[config.mk]
export PLATFORM = sky130hd
export DESIGN_NAME = trig_sample_capture
export DESIGN_NICKNAME = d
export VERILOG_FILES = /design/src/rtl/trig_cap_pkg.sv /design/src/rtl/trig_cap_fifo.sv /design/src/rtl/trig_sample_capture.sv
export SDC_FILE = /design/constraint.sdc
export NUM_CORES = 1
export LEC_CHECK = 0
export CORE_MARGIN = 2
export CORE_UTILIZATION = 50
export CTS_CLUSTER_DIAMETER = 150
export DETAILED_ROUTE_END_ITERATION = 8
export PLACE_DENSITY_LB_ADDON = 0.25
export SLEW_MARGIN = 20
export SYNTH_ARGS = -nofsm -noshare
export SYNTH_HDL_FRONTEND = slang
export SYNTH_SLANG_ARGS = --single-unit
export TNS_END_PERCENT = 100
[constraint.sdc]
create_clock -name clk -period 5.1 [get_ports clk]
set_input_delay 0.765 -clock clk [delete_from_list [all_inputs] [get_ports clk]]
set_output_delay 0.765 -clock clk [all_outputs]
set_load 0.005 [all_outputs]
[src/rtl/trig_cap_pkg.sv]
// Shared types and defaults for the triggered sample capture block.
package trig_cap_pkg;

  localparam int unsigned DATA_W_DEF     = 16;
  localparam int unsigned FIFO_DEPTH_DEF = 16;
  localparam int unsigned OVR_W          = 16;

  typedef enum logic {
    IDLE = 1'b0,
    RUN  = 1'b1
  } cap_state_e;

endpackage

[src/rtl/trig_cap_fifo.sv]
// Single-clock first-word-fall-through FIFO with extra-MSB pointers.
module trig_cap_fifo #(
  parameter int unsigned WIDTH = 17,
  parameter int unsigned DEPTH = 16
) (
  input  logic             clk,
  input  logic             rst_n,
  input  logic             push,
  input  logic [WIDTH-1:0] wdata,
  input  logic             pop,
  output logic [WIDTH-1:0] rdata,
  output logic             full,
  output logic             empty
);

  localparam int unsigned AW = $clog2(DEPTH);

  logic [AW:0]      wr_ptr;
  logic [AW:0]      rd_ptr;
  logic [WIDTH-1:0] mem [DEPTH];

  assign empty = (wr_ptr == rd_ptr);
  assign full  = (wr_ptr[AW] != rd_ptr[AW]) && (wr_ptr[AW-1:0] == rd_ptr[AW-1:0]);

  always_ff @(posedge clk or negedge rst_n) begin
    if (!rst_n) begin
      wr_ptr <= '0;
      rd_ptr <= '0;
    end else begin
      if (push && !full)  wr_ptr <= wr_ptr + 1'b1;
      if (pop  && !empty) rd_ptr <= rd_ptr + 1'b1;
    end
  end

  always_ff @(posedge clk) begin
    if (push && !full) mem[wr_ptr[AW-1:0]] <= wdata;
  end

  // Storage is not reset; gating on empty keeps the output at zero after reset.
  assign rdata = empty ? '0 : mem[rd_ptr[AW-1:0]];

endmodule

[src/rtl/trig_sample_capture.sv]
// Captures din on trigger strobes while enabled, framing samples with tlast into a stream FIFO.
module trig_sample_capture
  import trig_cap_pkg::*;
#(
  parameter int unsigned DATA_W     = DATA_W_DEF,
  parameter int unsigned FIFO_DEPTH = FIFO_DEPTH_DEF
) (
  input  logic              clk,
  input  logic              rst_n,
  input  logic              trigger,
  input  logic [DATA_W-1:0] din,
  input  logic              enable,
  input  logic [15:0]       frame_len,
  output logic [DATA_W-1:0] m_tdata,
  output logic              m_tvalid,
  input  logic              m_tready,
  output logic              m_tlast,
  output logic [15:0]       overrun_cnt,
  output logic              running
);

  cap_state_e       state_q;
  cap_state_e       state_n;
  logic             load;
  logic [15:0]      len_q;
  logic [15:0]      idx_q;
  logic [OVR_W-1:0] ovr_q;
  logic             sample;
  logic             push;
  logic             drop;
  logic             last;
  logic             full;
  logic             empty;

  always_ff @(posedge clk or negedge rst_n) begin
    if (!rst_n) state_q <= IDLE;
    else        state_q <= state_n;
  end

  always_comb begin
    state_n = state_q;
    load    = 1'b0;
    case (state_q)
      IDLE: if (enable) begin
        state_n = RUN;
        load    = 1'b1;
      end
      RUN: if (!enable) state_n = IDLE;
      default: state_n = IDLE;
    endcase
  end

  assign sample = (state_q == RUN) && trigger;
  assign push   = sample && !full;
  assign drop   = sample && full;
  assign last   = (idx_q == len_q - 16'd1);

  always_ff @(posedge clk or negedge rst_n) begin
    if (!rst_n) begin
      len_q <= 16'd1;
      idx_q <= '0;
      ovr_q <= '0;
    end else begin
      if (load) begin
        len_q <= (frame_len == 16'd0) ? 16'd1 : frame_len;
        idx_q <= '0;
      end else if (push) begin
        idx_q <= last ? '0 : idx_q + 16'd1;
      end
      if (drop && (ovr_q != '1)) ovr_q <= ovr_q + 1'b1;
    end
  end

  trig_cap_fifo #(
    .WIDTH (DATA_W + 1),
    .DEPTH (FIFO_DEPTH)
  ) u_fifo (
    .clk   (clk),
    .rst_n (rst_n),
    .push  (push),
    .wdata ({din, last}),
    .pop   (m_tvalid && m_tready),
    .rdata ({m_tdata, m_tlast}),
    .full  (full),
    .empty (empty)
  );

  assign m_tvalid    = !empty;
  assign overrun_cnt = ovr_q;
  assign running     = (state_q == RUN);

endmodule
After elaboration in Yosys (flattened, before gate mapping)
Memory sizes are Yosys's and may differ from the RTL's.
Index checks and enable logic that the tools add are counted.
- add/subtract/negate cells: 5
- eq/ne operators: 5
- multiplexer cells: 9
- reduce and logical (&&, ||, !) cells: 12
- operators by type and width (kind ; number):
    16-bit 2-to-1 mux ; 4
    16-bit by 1-bit adder with 16-bit output (second input constant) ; 2
    17-bit 2-to-1 mux ; 1
    16-bit == test ; 1
    16-bit logical NOT ; 1
    16-bit != test (second input constant) ; 1
    16-bit by 1-bit subtractor with 16-bit output (second input constant) ; 1
    5-bit by 1-bit adder with 5-bit output (second input constant) ; 2
    1-bit logical AND ; 8
    5-bit == test ; 1
    4-bit == test ; 1
    1-bit 2-to-1 mux ; 4
    1-bit logical NOT ; 2
    2-bit nonzero test ; 1
    1-bit != test ; 1
- register bits: 59
- RAM bits: 272
- input port bits: 37
- output and inout bits: 35
- logic and storage cells: 38
- memories: 1
- memory list (memory ; words ; bits a word ; rd ports ; clocked after memory_dff ; wr ports ; line ; text):
    u_fifo.mem ; 16 ; 17 ; 1 ; 0 ; 1 ; trig_cap_fifo.sv:20 ; logic [WIDTH-1:0] mem [DEPTH];

Longest topological paths before layout
Gate-level depths: netlist of run 1.
- depth in word-level cells: 7
- depth in mapped cells: 10
- mapped depth without buffers: 9

By module
From an unflattened synthesis of run 1, not the netlist that was laid out.
- cell total of the unflattened synthesis: 789
- area total of the unflattened synthesis: 13763.2 um^2
- modules (own cells, without submodules) (module ; times used ; cells each ; area an instance (um^2) ; sequential area each (um^2)):
    trig_cap_fifo ; 1 ; 490 ; 10970.5 ; 8418.1
    trig_sample_capture ; 1 ; 299 ; 2792.7 ; 1227.4

Least setup slack after synthesis of run 1
No wires, ideal clock.
- kind: input-to-reg
- start point: in trigger
- end point: mem u_fifo.mem[0][0], enable pin
- setup time: 441 ps
- arrival time: 3173 ps
- slack: 1486 ps
- stages: 4
- path buffers: 1
- cells stage by stage: nand2_1 o21bai_1 clkbuf_1 nor4b_1
- cells in the longest elaborated chain, start to end: 5
- RTL lines (item ; line ; text):
    start: declaration ; trig_sample_capture.sv:10 ; input logic trigger,
    1-bit logical AND ; trig_sample_capture.sv:53 ; assign sample = (state_q == RUN) && trigger;
    1-bit logical AND ; trig_sample_capture.sv:54 ; assign push = sample && !full;
    1-bit logical AND ; trig_cap_fifo.sv:36 ; if (push && !full) mem[wr_ptr[AW-1:0]] <= wdata;
    1-bit 2-to-1 mux ; trig_cap_fifo.sv:36 ;
    1-bit 2-to-1 mux (implied by the code) ; trig_cap_fifo.sv:36 ;
    end: declaration ; trig_cap_fifo.sv:20 ;
Every way passes these cells.

Worst setup path after layout of run 1
- start point: reg u_fifo.rd_ptr[0]
- end point: out m_tdata[12]
- cells in the longest elaborated chain, start to end: 2
- elaborated cells between the ends (all ways): 3
- those cells by class: eq/ne: 1; mux: 1; memory: 1
- RTL lines (item ; line ; text):
    start: declaration ; trig_cap_fifo.sv:19 ; logic [AW:0] rd_ptr;
    start signal: assignment ; trig_cap_fifo.sv:31 ; if (pop && !empty) rd_ptr <= rd_ptr + 1'b1;
    memory 16 x 17 bit or 5-bit == test (tied branches) ; - ;
    17-bit 2-to-1 mux (*) ; trig_cap_fifo.sv:40 ; assign rdata = empty ? '0 : mem[rd_ptr[AW-1:0]];
    end: declaration ; trig_sample_capture.sv:14 ; output logic [DATA_W-1:0] m_tdata,
Mark *: on every way between the ends. The rest lies on a longest branch, timed or not.

==> out/qor.csv, run 1 <==
metric;value;unit
status;finished clean;
period_share;81.9;%
place_area;15000;µm²
syn2layout_area_growth;16.8;%
drive_gt1_share;21.5;%
antenna_cells;0;
drc;0;
die_h;170;µm
slowest_stage;dfrtp_4;
finClkSkew;20.6;ps
clock-sinks;331;
grt_pass1_vias;7644;
cpPeakStageDelay;840;ps
slew_headroom;32.2;%
ys.flop_type;edfxtp_1;
drv_cap;0;
yosysSeqAreaShare;69.9;%
cts_htree_levels;2;
rows;60;
tightest_slew;1010;ps
crit_path_frequent_cell;mux4_2;
crit_end;m_tdata[12];
yosys.area.top_type;edfxtp_1;
synth_area_leaders;edfxtp_1, mux4_2, dfrtp_1;
cts_buffers;35;
vias_per_cell;5.87;
grt_max_degree;60;
tns;0;ps
fin_crit;4180;ps
cts_tree;done;
syn_nets;822;
clockBufferDepth;3;
crit_family;multiplexers;
r2r_slack;1550;ps
syn_avg_cell_area;17.7;µm²
synth-seq-cells;331;
rsz0062_at_grt;no;
finalSetupViolations;0;
fillers;1956;
finalInstanceArea;16100;µm²
ys_warn_count;0;
cts_resized;0;
critPathMaxFanout;32;
synth_edf_count;272;
vias;7271;
grt_pass1_wl;44.6;mm
syn_area;13800;µm²
routabilityCongestion;0.840;
final_antenna_net_count;0;
netlist.area_leader.share;59.2;%
start_util;51.0;%
first_pass_iters;4;
end_kind;primary output;
synthCells;777;
io-pin-count;72;
required;4340;ps
cts_setup_buffers;0;
vdd_drop_max;0.287;mV
grtUsageTotal;20.8;%
crit_path_start_kind;flip-flop;
fin_nets;918;
core_region_area;27000;µm²
ys_types;55;
rr_endpoint;idx_q[15];
crit_chain;buf_4 > mux4_2 > mux4_2 > nor2b_1 > clkdlybuf4s50_1;
reg2reg_depth;7;
hpwl;16.8;mm
finalMaxSlewViolations;0;
setup.worst_path.start;u_fifo.rd_ptr[0];
drtIter0Drc;651;
clock-root-buffer;clkbuf_16;
post_drt_wl_per_cell;23.2;µm
clkTransAtPathRegs;60;ps
cp.arrival;3410;ps
postCtsHoldBufs;0;
antenna_found_initial;0;
worstSkewPairLatency;510;ps
die_x;170;µm
dieArea;28900;µm²
holdCritPathClass;primary input to asynchronous set/reset pin;
cp.depth;5;
p_leak;5.57;nW
async_reset_ff_share;17.8;%
critPathKind;flip-flop to primary output;
r2r-start;len_q[2];
drt-total-wl;28.8;mm
powerDensity;488;nW/µm²
grt.overflow.total;0;
worst-path-buf-inv;2;
port_buffers;71;
hold_viol;0;
fmax;0.239;GHz
worst register-to-register path, delay by kind of cell (launching register included):
kind | cells | cell delay (ps)
and+or+nand+nor | 4 | 2210
AOI/OAI and AO/OA | 3 | 700
DFF | 1 | 460
synthesized netlist by cell type (2+ instances only):
cell        n
edfxtp_1  272
mux4_2     85
nand2_1    67
dfrtp_1    58
xnor2_1    31
xor2_1     28
nor2_1     25
clkbuf_1   24
nor2b_1    21
nand3_1    17
and3_1     13
nand4_1    11
buf_1      10
inv_1      10
nor2_2     10
ha_1        8
nor3_1      8
nor4b_1     7
a21oi_1     6
and4_1      6
nor4_1      6
o21ai_0     6
nor3b_1     5
buf_6       4
o211ai_1    4
mux2_2      3
or2_2       2
or4_1       2
or4_4       2
logic make-up after synthesis:
group / share of synthesized area [%]
xor+xnor: 3.75
flops: 69.9
compound gates: 1.78
buf+inv: 1.52
fa+ha+maj: 0.726
mux: 14.2
simple gates: 8.08
layer usage:
layer | vias to the layer above | track usage [%] | part of all wire, %
met5 | - | 0 | 0
met4 | 0 | 6.99 | 2.7
met3 | 55 | 3.53 | 5.3
met2 | 228 | 35.2 | 50
met1 | 3749 | 27.6 | 42
li1 | 3239 | - | -
sequential cells by signal, summed over array words and instances (netlist names):
name           count
u_fifo.wr_ptr      5
u_fifo.mem       272
len_q             16
idx_q             16
running            1
overrun_cnt       16
u_fifo.rd_ptr      5
final cells by class:
type | count | area [µm²] | share of cell area (%)
Sequential cell | 331 | 9650 | 59.9
Multi-Input combinational cell | 398 | 3980 | 24.7
Timing Repair Buffer | 97 | 926 | 5.75
Clock buffer | 45 | 913 | 5.67
Tap cell | 341 | 427 | 2.65
Clock inverter | 16 | 175 | 1.09
Inverter | 10 | 37.5 | 0.233
report_power, final:
| group | switching (W) | total (W) | leakage, nW | internal (W) |
|---|---|---|---|---|
| sequential | 0.000260 | 0.00337 | 3.23 | 0.00311 |
| combinational | 0.000848 | 0.00210 | 1.82 | 0.00125 |
| clock | 0.000970 | 0.00239 | 0.522 | 0.00142 |
metrics by stage:
| stage | hold slack, ps | utilization [%] | instances | worst slack [ps] | total power, W |
|---|---|---|---|---|---|
| 3_3_place_gp | 477 | 55.6 | 1177 | 1420 | 0.00548 |
| 4_1_cts | 436 | 59.6 | 1238 | 848 | 0.00795 |
| 6_report | 425 | 59.6 | 1238 | 923 | 0.00786 |
| 3_5_place_dp | 480 | 55.6 | 1177 | 1390 | 0.00555 |
| 2_1_floorplan | 462 | - | 777 | 1490 | 0.00472 |
| 5_1_grt | 482 | 59.6 | 1238 | 755 | 0.00822 |
worst min path at each step:
stage,from,to,slack [ps],cells after the start
CTS,rst_n,u_fifo.rd_ptr[0],440,2
global route,rst_n,overrun_cnt[5],480,2
detailed placement,u_fifo.wr_ptr[4],u_fifo.wr_ptr[4],480,1
floorplan,u_fifo.wr_ptr[4],u_fifo.wr_ptr[4],460,1
finish,rst_n,overrun_cnt[8],420,2
global placement,u_fifo.wr_ptr[4],u_fifo.wr_ptr[4],480,1
cells in the final DEF, fill, tap and decap left out, drive strengths merged, types with 27 or more instances in the layout:
master         instances
clkbuf                45
dfrtp                 58
nor2                  35
clkdlybuf4s50         70
mux4                  85
nand2                 67
edfxtp               272
xor2                  28
buf                   27
xnor2                 31
Note: power is estimated with default switching activity, not from simulation.
==> run 2: changes to the inputs <==
==> constraint.sdc (replaced) <==
create_clock -name clk -period 3.4 [get_ports clk]
set_input_delay 0.51 -clock clk [delete_from_list [all_inputs] [get_ports clk]]
set_output_delay 0.51 -clock clk [all_outputs]
set_load 0.005 [all_outputs]
==> out/qor.csv, run 2 (synthesis gave the netlist of run 1 again) <==
metric;value;unit
vias;7430;
register_area;9650;µm²
rows;60;
core_region_area;27000;µm²
start_util;51.0;%
wirelength_met1;12.2;mm
post_drt_wl_per_cell;23.5;µm
hold_viol;0;
cts_htree_levels;2;
rsz0062_at_grt;yes;
cts_buffers;36;
grtUsageTotal;21.1;%
drt-total-wl;29.3;mm
wl_met3;1.63;mm
finalSetupViolations;0;
drive_gt1_share;23.5;%
cts_tree;done;
slowest_stage;mux4_2;
fillers;1926;
die_h;170;µm
holdCritPathClass;primary input to asynchronous set/reset pin;
period_share;99.4;%
setup.worst_path.start;u_fifo.rd_ptr[0];
r2r-start;len_q[2];
io-pin-count;72;
grt.overflow.total;0;
hpwl;17.6;mm
p_leak;5.70;nW
fin_nets;925;
port_buffers;71;
grt_pass1_vias;7694;
drtIter0Drc;741;
fmax;0.296;GHz
clock-root-buffer;clkbuf_16;
holdWs;104;ps
cp.arrival;2870;ps
grt_max_degree;48;
cpPeakStageDelay;540;ps
first_pass_iters;5;
antenna_cells;0;
critPathKind;flip-flop to primary output;
die_x;170;µm
place_area;15100;µm²
crit_chain;buf_12 > mux4_2 > mux4_2 > nor2b_1 > clkdlybuf4s50_1;
routed.top_layer;met4;
drv_cap;0;
vdd_drop_max;0.516;mV
finClkSkew;15.6;ps
fin_crit;3380;ps
largest_reg_flops;272;
dieArea;28900;µm²
cts_setup_buffers;0;
powerDensity;754;nW/µm²
p_total;0.0123;W
met2_length;15.0;mm
final_common_cell;edfxtp_1;
required;2890;ps
final_antenna_net_count;0;
finalMaxSlewViolations;0;
vias_per_cell;5.95;
routabilityCongestion;0.866;
status;finished clean;
slew_headroom;43.7;%
clock-sinks;331;
drc;0;
final_core_util;60.6;%
clockBufferDepth;3;
finalInstanceArea;16400;µm²
worstSkewPairLatency;520;ps
antenna_found_initial;0;
tightest_slew;844;ps
syn2layout_area_growth;18.7;%
multi_input_area;3990;µm²
final_cell_mix;edfxtp_1, mux4_2, clkdlybuf4s50_1;
critPathMaxFanout;27;
clkTransAtPathRegs;60;ps
grt_pass1_wl;45.2;mm
crit_path_frequent_cell;mux4_2;
end_kind;primary output;
crit_path_start_kind;flip-flop;
[run 2: cell count changes in the layout (fill, tap and decap cells not counted), sizes merged]
cell    previous run  this run
buf               27        33
bufinv             3         7
clkbuf            45        42
clkinv            12        14
inv               10        12
[run 2: layout make-up]
type,instances,share of cell area (%)
flip-flops and latches,331,59.0
multi-input cells,398,24.4
repair buffers,103,6.20
clock buffers,42,5.77
well taps,341,2.61
clock inverters,24,1.87
inverters,10,0.229
[run 2: routing by layer]
metal / GRT usage (%) / vias up
met5: 0 / -
met4: 5.13 / 0
met3: 3.30 / 39
met2: 35.9 / 240
met1: 29.0 / 3886
li1: - / 3265
[run 2: stage by stage]
| step | TNS (ps) | cells | worst slack (ps) |
|---|---|---|---|
| 6_report | 0 | 1249 | 18.9 |
| 5_1_grt | -789 | 1249 | -84.4 |
| 4_1_cts | -108 | 1249 | -32.2 |
| 3_5_place_dp | 0 | 1183 | 393 |
| 3_3_place_gp | 0 | 1182 | 452 |
| 2_1_floorplan | -7310 | 777 | -121 |
[run 2: final timing paths]
| path | cells past startpoint | end | slack, ps |
|---|---|---|---|
| hold reg to reg | 1 | u_fifo.wr_ptr[4] | 490 |
| setup / recovery | 5 | m_tdata[12] | 20 |
| max in group asynchronous | 2 | u_fifo.wr_ptr[3] | 2450 |
| setup reg to reg | 8 | idx_q[4] | 390 |
| min in group clk | 1 | running | 490 |
| hold / removal | 1 | overrun_cnt[15] | 100 |
[run 2: critical path, delay by kind of cell (launching register included)]
family | cells | cell delay [ps]
muxes | 2 | 1040
and+or+nand+nor | 1 | 150
buffers and inverters | 2 | 700
DFF | 1 | 460
[run 2: repair_timing]
item,in CTS,in global routing
endpoints found under the setup margin,9,18
hold buffers,0,0
hold endpoints to repair,0,0
gates resized for setup,2,1
[run 2: report_power, final]
group	switching, W	internal [W]
registers	0.000177	0.00467
clock network	0.00154	0.00253
logic	0.00150	0.00193
==> run 3: changes to the inputs <==
--- a/config.mk
+++ b/config.mk
@@ -9,6 +9,7 @@
 export CORE_UTILIZATION = 50
 export CTS_CLUSTER_DIAMETER = 150
 export DETAILED_ROUTE_END_ITERATION = 8
+export MAX_ROUTING_LAYER = met4
 export PLACE_DENSITY_LB_ADDON = 0.25
 export SLEW_MARGIN = 20
 export SYNTH_ARGS = -nofsm -noshare
==> out/qor.csv, run 3 (synthesis gave the netlist of run 1 again) <==
metric;value;unit
crit_path_start_kind;flip-flop;
slew_headroom;24.8;%
hold_viol;0;
cts_buffers;36;
seqPwrFrac;40.0;%
vdd_drop_max;0.419;mV
start_util;51.0;%
required;2890;ps
rows;60;
clkTransAtPathRegs;60;ps
clock-root-buffer;clkbuf_16;
reg2reg_depth;8;
final_cell_mix;edfxtp_1, mux4_2, nand2_1;
setup_ws;65.6;ps
period_share;98.1;%
grt_pass1_wl;44.4;mm
drive_gt1_share;23.0;%
final_antenna_net_count;0;
comb_power_share;28.8;%
routabilityCongestion;0.867;
pre_cts_ws;273;ps
p_clk_share;31.2;%
finalMaxSlewViolations;0;
powerDensity;745;nW/µm²
drc;0;
end_kind;primary output;
grt.overflow.total;0;
final_common_cell;edfxtp_1;
finalInstanceArea;16400;µm²
drtIter0Drc;677;
first_pass_iters;5;
tns;0;ps
vias;7390;
cts_tree;done;
clockBufferDepth;3;
worstSkewPairLatency;510;ps
grt_max_degree;48;
finClkSkew;18.8;ps
rsz0062_at_grt;no;
fin_nets;927;
switching_share;26.6;%
critPathMaxFanout;6;
dp.cells;1181;
vias_per_cell;5.93;
clock-sinks;331;
finalSetupViolations;0;
instances_no_fill;1247;
p_leak;5.81;nW
holdWs;144;ps
place_area;15100;µm²
holdCritPathClass;primary input to asynchronous set/reset pin;
dieArea;28900;µm²
cts_htree_levels;2;
drt-total-wl;29.3;mm
tightest_slew;1130;ps
postCtsHoldBufs;0;
internal_power;0.00896;W
fin_crit;3330;ps
antenna_found_initial;1;
syn2layout_area_growth;18.8;%
port_buffers;71;
fillers;1930;
fmax;0.300;GHz
largest_reg_flops;272;
drv_cap;0;
hpwl;17.1;mm
p_sw;0.00325;W
cp.arrival;2820;ps
die_h;170;µm
grtUsageTotal;21.2;%
post_drt_wl_per_cell;23.5;µm
core_region_area;27000;µm²
io-pin-count;72;
grt_pass1_vias;7765;
critPathKind;flip-flop to primary output;
status;finished clean;
die_x;170;µm
run 3: cell count changes in the layout (fill, tap and decap cells not counted), moves of 2 or more:
cell	before	now
clkinv_2	6	0
clkbuf_1	5	8
clkbuf_16	37	39
dlymetal6s2s_1	0	14
bufinv_16	7	4
buf_4	26	24
clkdlybuf4s50_1	70	56
run 3: layout make-up:
cell class | instances | area (µm²) | share of cell area, %
clock buffer | 45 | 956 | 5.83
inverter | 10 | 37.5 | 0.229
sequential | 331 | 9650 | 58.9
clock inverter | 16 | 195 | 1.19
timing repair buffer | 105 | 1130 | 6.89
antenna | 1 | 2.50 | 0.0153
multi-input combinational | 398 | 3990 | 24.3
tap | 341 | 427 | 2.60
run 3: final timing paths:
kind,from,slack (ps),endpoint
min in group clk,enable,480,running
min,rst_n,140,overrun_cnt[6]
max in group asynchronous,rst_n,2380,len_q[0]
max,u_fifo.rd_ptr[0],70,m_tdata[4]
max reg2reg,len_q[2],280,idx_q[3]
min reg2reg,u_fifo.wr_ptr[4],490,u_fifo.wr_ptr[4]
run 3: critical path, cell delays in order (launching register included):
cell and delay, ps:
dfrtp_4 480, buf_12 160, buf_12 140, mux4_2 510
mux4_2 450, nor2b_1 140, clkdlybuf4s50_1 440
run 3: what timing repair did:
action | in CTS | in global routing
gates resized for setup | 1 | 23
buffers inserted | 0 | 1
cloned | 0 | 3
setup endpoints to repair | 10 | 18
pin swaps | 0 | 0
run 3: stage by stage:
stage,power (W),util (%)
3_5_place_dp,0.00837,55.7
2_1_floorplan,0.00707,-
4_1_cts,0.0122,60.0
6_report,0.0122,60.6
3_3_place_gp,0.00828,55.7
5_1_grt,0.0127,60.6
run 3: power by group through the flow:
stage	clock (W)	sequential (W)	combinational, W
floorplan	0	0.00484	0.00223
global placement	0	0.00493	0.00335
detailed placement	0	0.00496	0.00342
CTS	0.00388	0.00487	0.00345
global route	0.00405	0.00491	0.00377
finish	0.00381	0.00488	0.00352
run 3: routing by layer:
metal / global-route usage [%] / share of wire (%) / vias to the layer above
met2: 33.5 / 49 / 252
met3: 3.16 / 5.5 / 54
met4: 6.95 / 2.9 / 0
met1: 28.7 / 42 / 3819
met5: - / 0 / -
li1: - / - / 3265
==> variant: new RTL, flow settings as in run 3 <==
Set the package constant `FIFO_DEPTH_DEF` to 8 (it was 16).
--- a/src/rtl/trig_cap_pkg.sv
+++ b/src/rtl/trig_cap_pkg.sv
@@ -4,3 +4,3 @@
   localparam int unsigned DATA_W_DEF     = 16;
-  localparam int unsigned FIFO_DEPTH_DEF = 16;
+  localparam int unsigned FIFO_DEPTH_DEF = 8;
   localparam int unsigned OVR_W          = 16;
Formal check against the unedited RTL: no difference found for any inputs over 4 cycles, from zero or initial values and one cycle with rst_n low; that may be too few to reach the edited logic, so the function may still have changed.
==> variant against run 3 <==
- synthesized area shrank 39%
- critical endpoint is now m_tdata[9]
- design area is 40% lower
- clock skew fell by 0.0090 ns
- sequential cell count decreased by 138
- total power shrank 44%
- critical path type unchanged
- wire length decreased by 44%
- setup slack better by 0.27 ns
- hold slack better by 0.045 ns
- highest routed layer unchanged
==> variant: results (changes against run 3) <==
Status
  – Status: complete, no violations (unchanged)

Yosys
  – Count of cell types in the netlist: 52 (was 55)
  – Sequential area share after synthesis: 66.0% (was 69.9%)
  – Post-synth EDFFs: 136 (was 272)
  – Synth Warn #: 0 (unchanged)
  – Async SR Flop Fraction: 29.5% (was 17.8%)
  – Top cells by count, synth: edfxtp_1, nand2_1, dfrtp_1 (was edfxtp_1, mux4_2, nand2_1)
  – Ranking of synthesized cells by area: edfxtp_1, dfrtp_1, mux4_2 (was edfxtp_1, mux4_2, dfrtp_1)
  – Main synth FF type: edfxtp_1 (unchanged)
  – Post-Syn Nets: 604 (was 822)

Placement
  – Placed instance area: 0.00935 mm² (was 0.0151 mm²)
  – RePlAce Congestion: 0.828 (was 0.867)
  – IO buf count: 71 (unchanged)
  – HPWL after DPL: 10700 µm (was 17100 µm)

Power
  – VDD IR max: 0.000395 V (was 0.000419 V)
  – LEAKAGE: 0.00360 µW (was 0.00581 µW)
  – Switching Fraction: 29.6% (was 26.6%)

Drt
  – Post-Route WL: 16500 µm (was 29300 µm)
  – DRT iter0 DRCs: 314 (was 677)
  – Drt drc: 0 (unchanged)
  – DRT Pass-1 Iters: 4 (was 5)
  – Via count: 4832 (was 7390)

STA
  – Final Hold Vio Count: 0 (unchanged)
  – Worst slew margin: 38.1% (was 24.8%)
  – Clock skew: 0.00980 ns (was 0.0188 ns)

Clocking
  – CTS max path bufs: 2 (was 3)
  – Worst-path clk slew: 0.07 ns
  – Post-CTS setup buffer count: 0 (unchanged)
  – Clk Latency, worst-skew pair: 0.43 ns (was 0.51 ns)
  – CTS Buf Count: 17 (was 36)
  – H-tree levels: 4 (was 2)
  – Root buf cell: clkbuf_16 (unchanged)

Global routing
  – First-pass GRT wire length: 26400 µm (was 44400 µm)
  – Largest net degree at the start of global routing: 41 (was 48)
  – All-Layer GR Usage: 20.2% (was 21.2%)
  – Initial antenna violation count: 0 (was 1)
  – Vias in the first global route: 5091 (was 7765)

Final layout
  – Layout cell share with drive strength beyond 1: 15.8% (was 23.0%)
  – Antenna fix cells: 0 (was 1)
  – Max FFs per register: 136 (was 272)
  – Nets@finish: 687 (was 927)

Min path
  – Min-Delay Path Class: in2async (unchanged)

Setup path
  – Critical Path AT: 2.55 ns (was 2.82 ns)
  – CP max-delay cell: mux4_2 (unchanged)
  – Critical path fanouts, max: 37 (was 6)
  – CP max stage delay: 0.58 ns (was 0.51 ns)
  – Crit-path leading delay family: buffers and inverters (was multiplexers)
[variant: cell count changes in the layout (fill, tap and decap cells not counted), moves of 8 or more]
cell             change
nor2_1              +22
mux4_2              -51
clkbuf_16           -22
clkdlybuf4s50_1     +14
dlymetal6s2s_1      -14
clkbuf_1             -8
nor2b_1             -17
edfxtp_1           -136
buf_4                -9
mux2i_1             +17
[variant: final timing paths]
| check | from | endpoint | slack (ns) | cells past startpoint |
|---|---|---|---|---|
| worst max-delay path | u_fifo.rd_ptr[0] | m_tdata[9] | 0.34 | 5 |
| worst min-delay path | rst_n | len_q[9] | 0.19 | 1 |
| worst max register to register | len_q[3] | idx_q[3] | 0.61 | 8 |
| worst min register to register | overrun_cnt[10] | overrun_cnt[10] | 0.49 | 1 |
| max in group asynchronous | rst_n | u_fifo.rd_ptr[0] | 2.41 | 2 |
| min in group clk | overrun_cnt[10] | overrun_cnt[10] | 0.49 | 1 |
[variant: what timing repair did]
item                                    4_1_cts  5_1_grt
endpoints found under the setup margin        0        2
gates resized for setup                       0        1
hold endpoints to repair                      0        0
hold buffers                                  0        0
[variant: logic make-up after synthesis]
logic type | share of synthesized area (%)
and+or+nand+nor | 11.6
DFF | 66.0
xor gates and xnor gates | 6.40
muxes | 11.7
buffers and inverters | 1.80
AOI/OAI and AO/OA | 1.77
adders and majority gates | 0.749
[variant: cell type report]
cell class,count,area (µm²)
well taps,220,275
clock inverters,15,131
multi-input cells,339,2710
inverters,7,26.3
flip-flops and latches,193,5510
repair buffers,87,830
fillers,1272,6560
clock buffers,17,425
[variant: layer usage]
| metal | vias to the layer above | routed length (µm) | track usage (%) |
|---|---|---|---|
| li1 | 2247 | - | - |
| met3 | 24 | 622 | 3.61 |
| met2 | 120 | 8300 | 33.2 |
| met5 | - | 0 | - |
| met1 | 2441 | 7250 | 25.6 |
| met4 | 0 | 293 | 7.09 |
[variant: power groups by stage]
| stage | Combinational, µW | Clock [µW] | Sequential, µW |
|---|---|---|---|
| after CTS | 2150 | 1900 | 2900 |
| after global routing | 2310 | 2000 | 2930 |
| after detailed placement | 2140 | 0 | 2950 |
| after global placement | 2100 | 0 | 2940 |
| after floorplan | 1310 | 0 | 2900 |
| final | 2110 | 1860 | 2900 |
[variant: metrics by stage]
step                      utilization (%)  hold slack [ns]  setup WS (ns)  std cells
final                                60.2            0.189          0.338        878
after global routing                 60.2            0.266          0.186        878
after CTS                            60.2            0.212         0.0894        878
after detailed placement             56.8            0.474          0.543        846
after global placement               56.8            0.475          0.575        846
after floorplan                         -            0.214          0.238        562
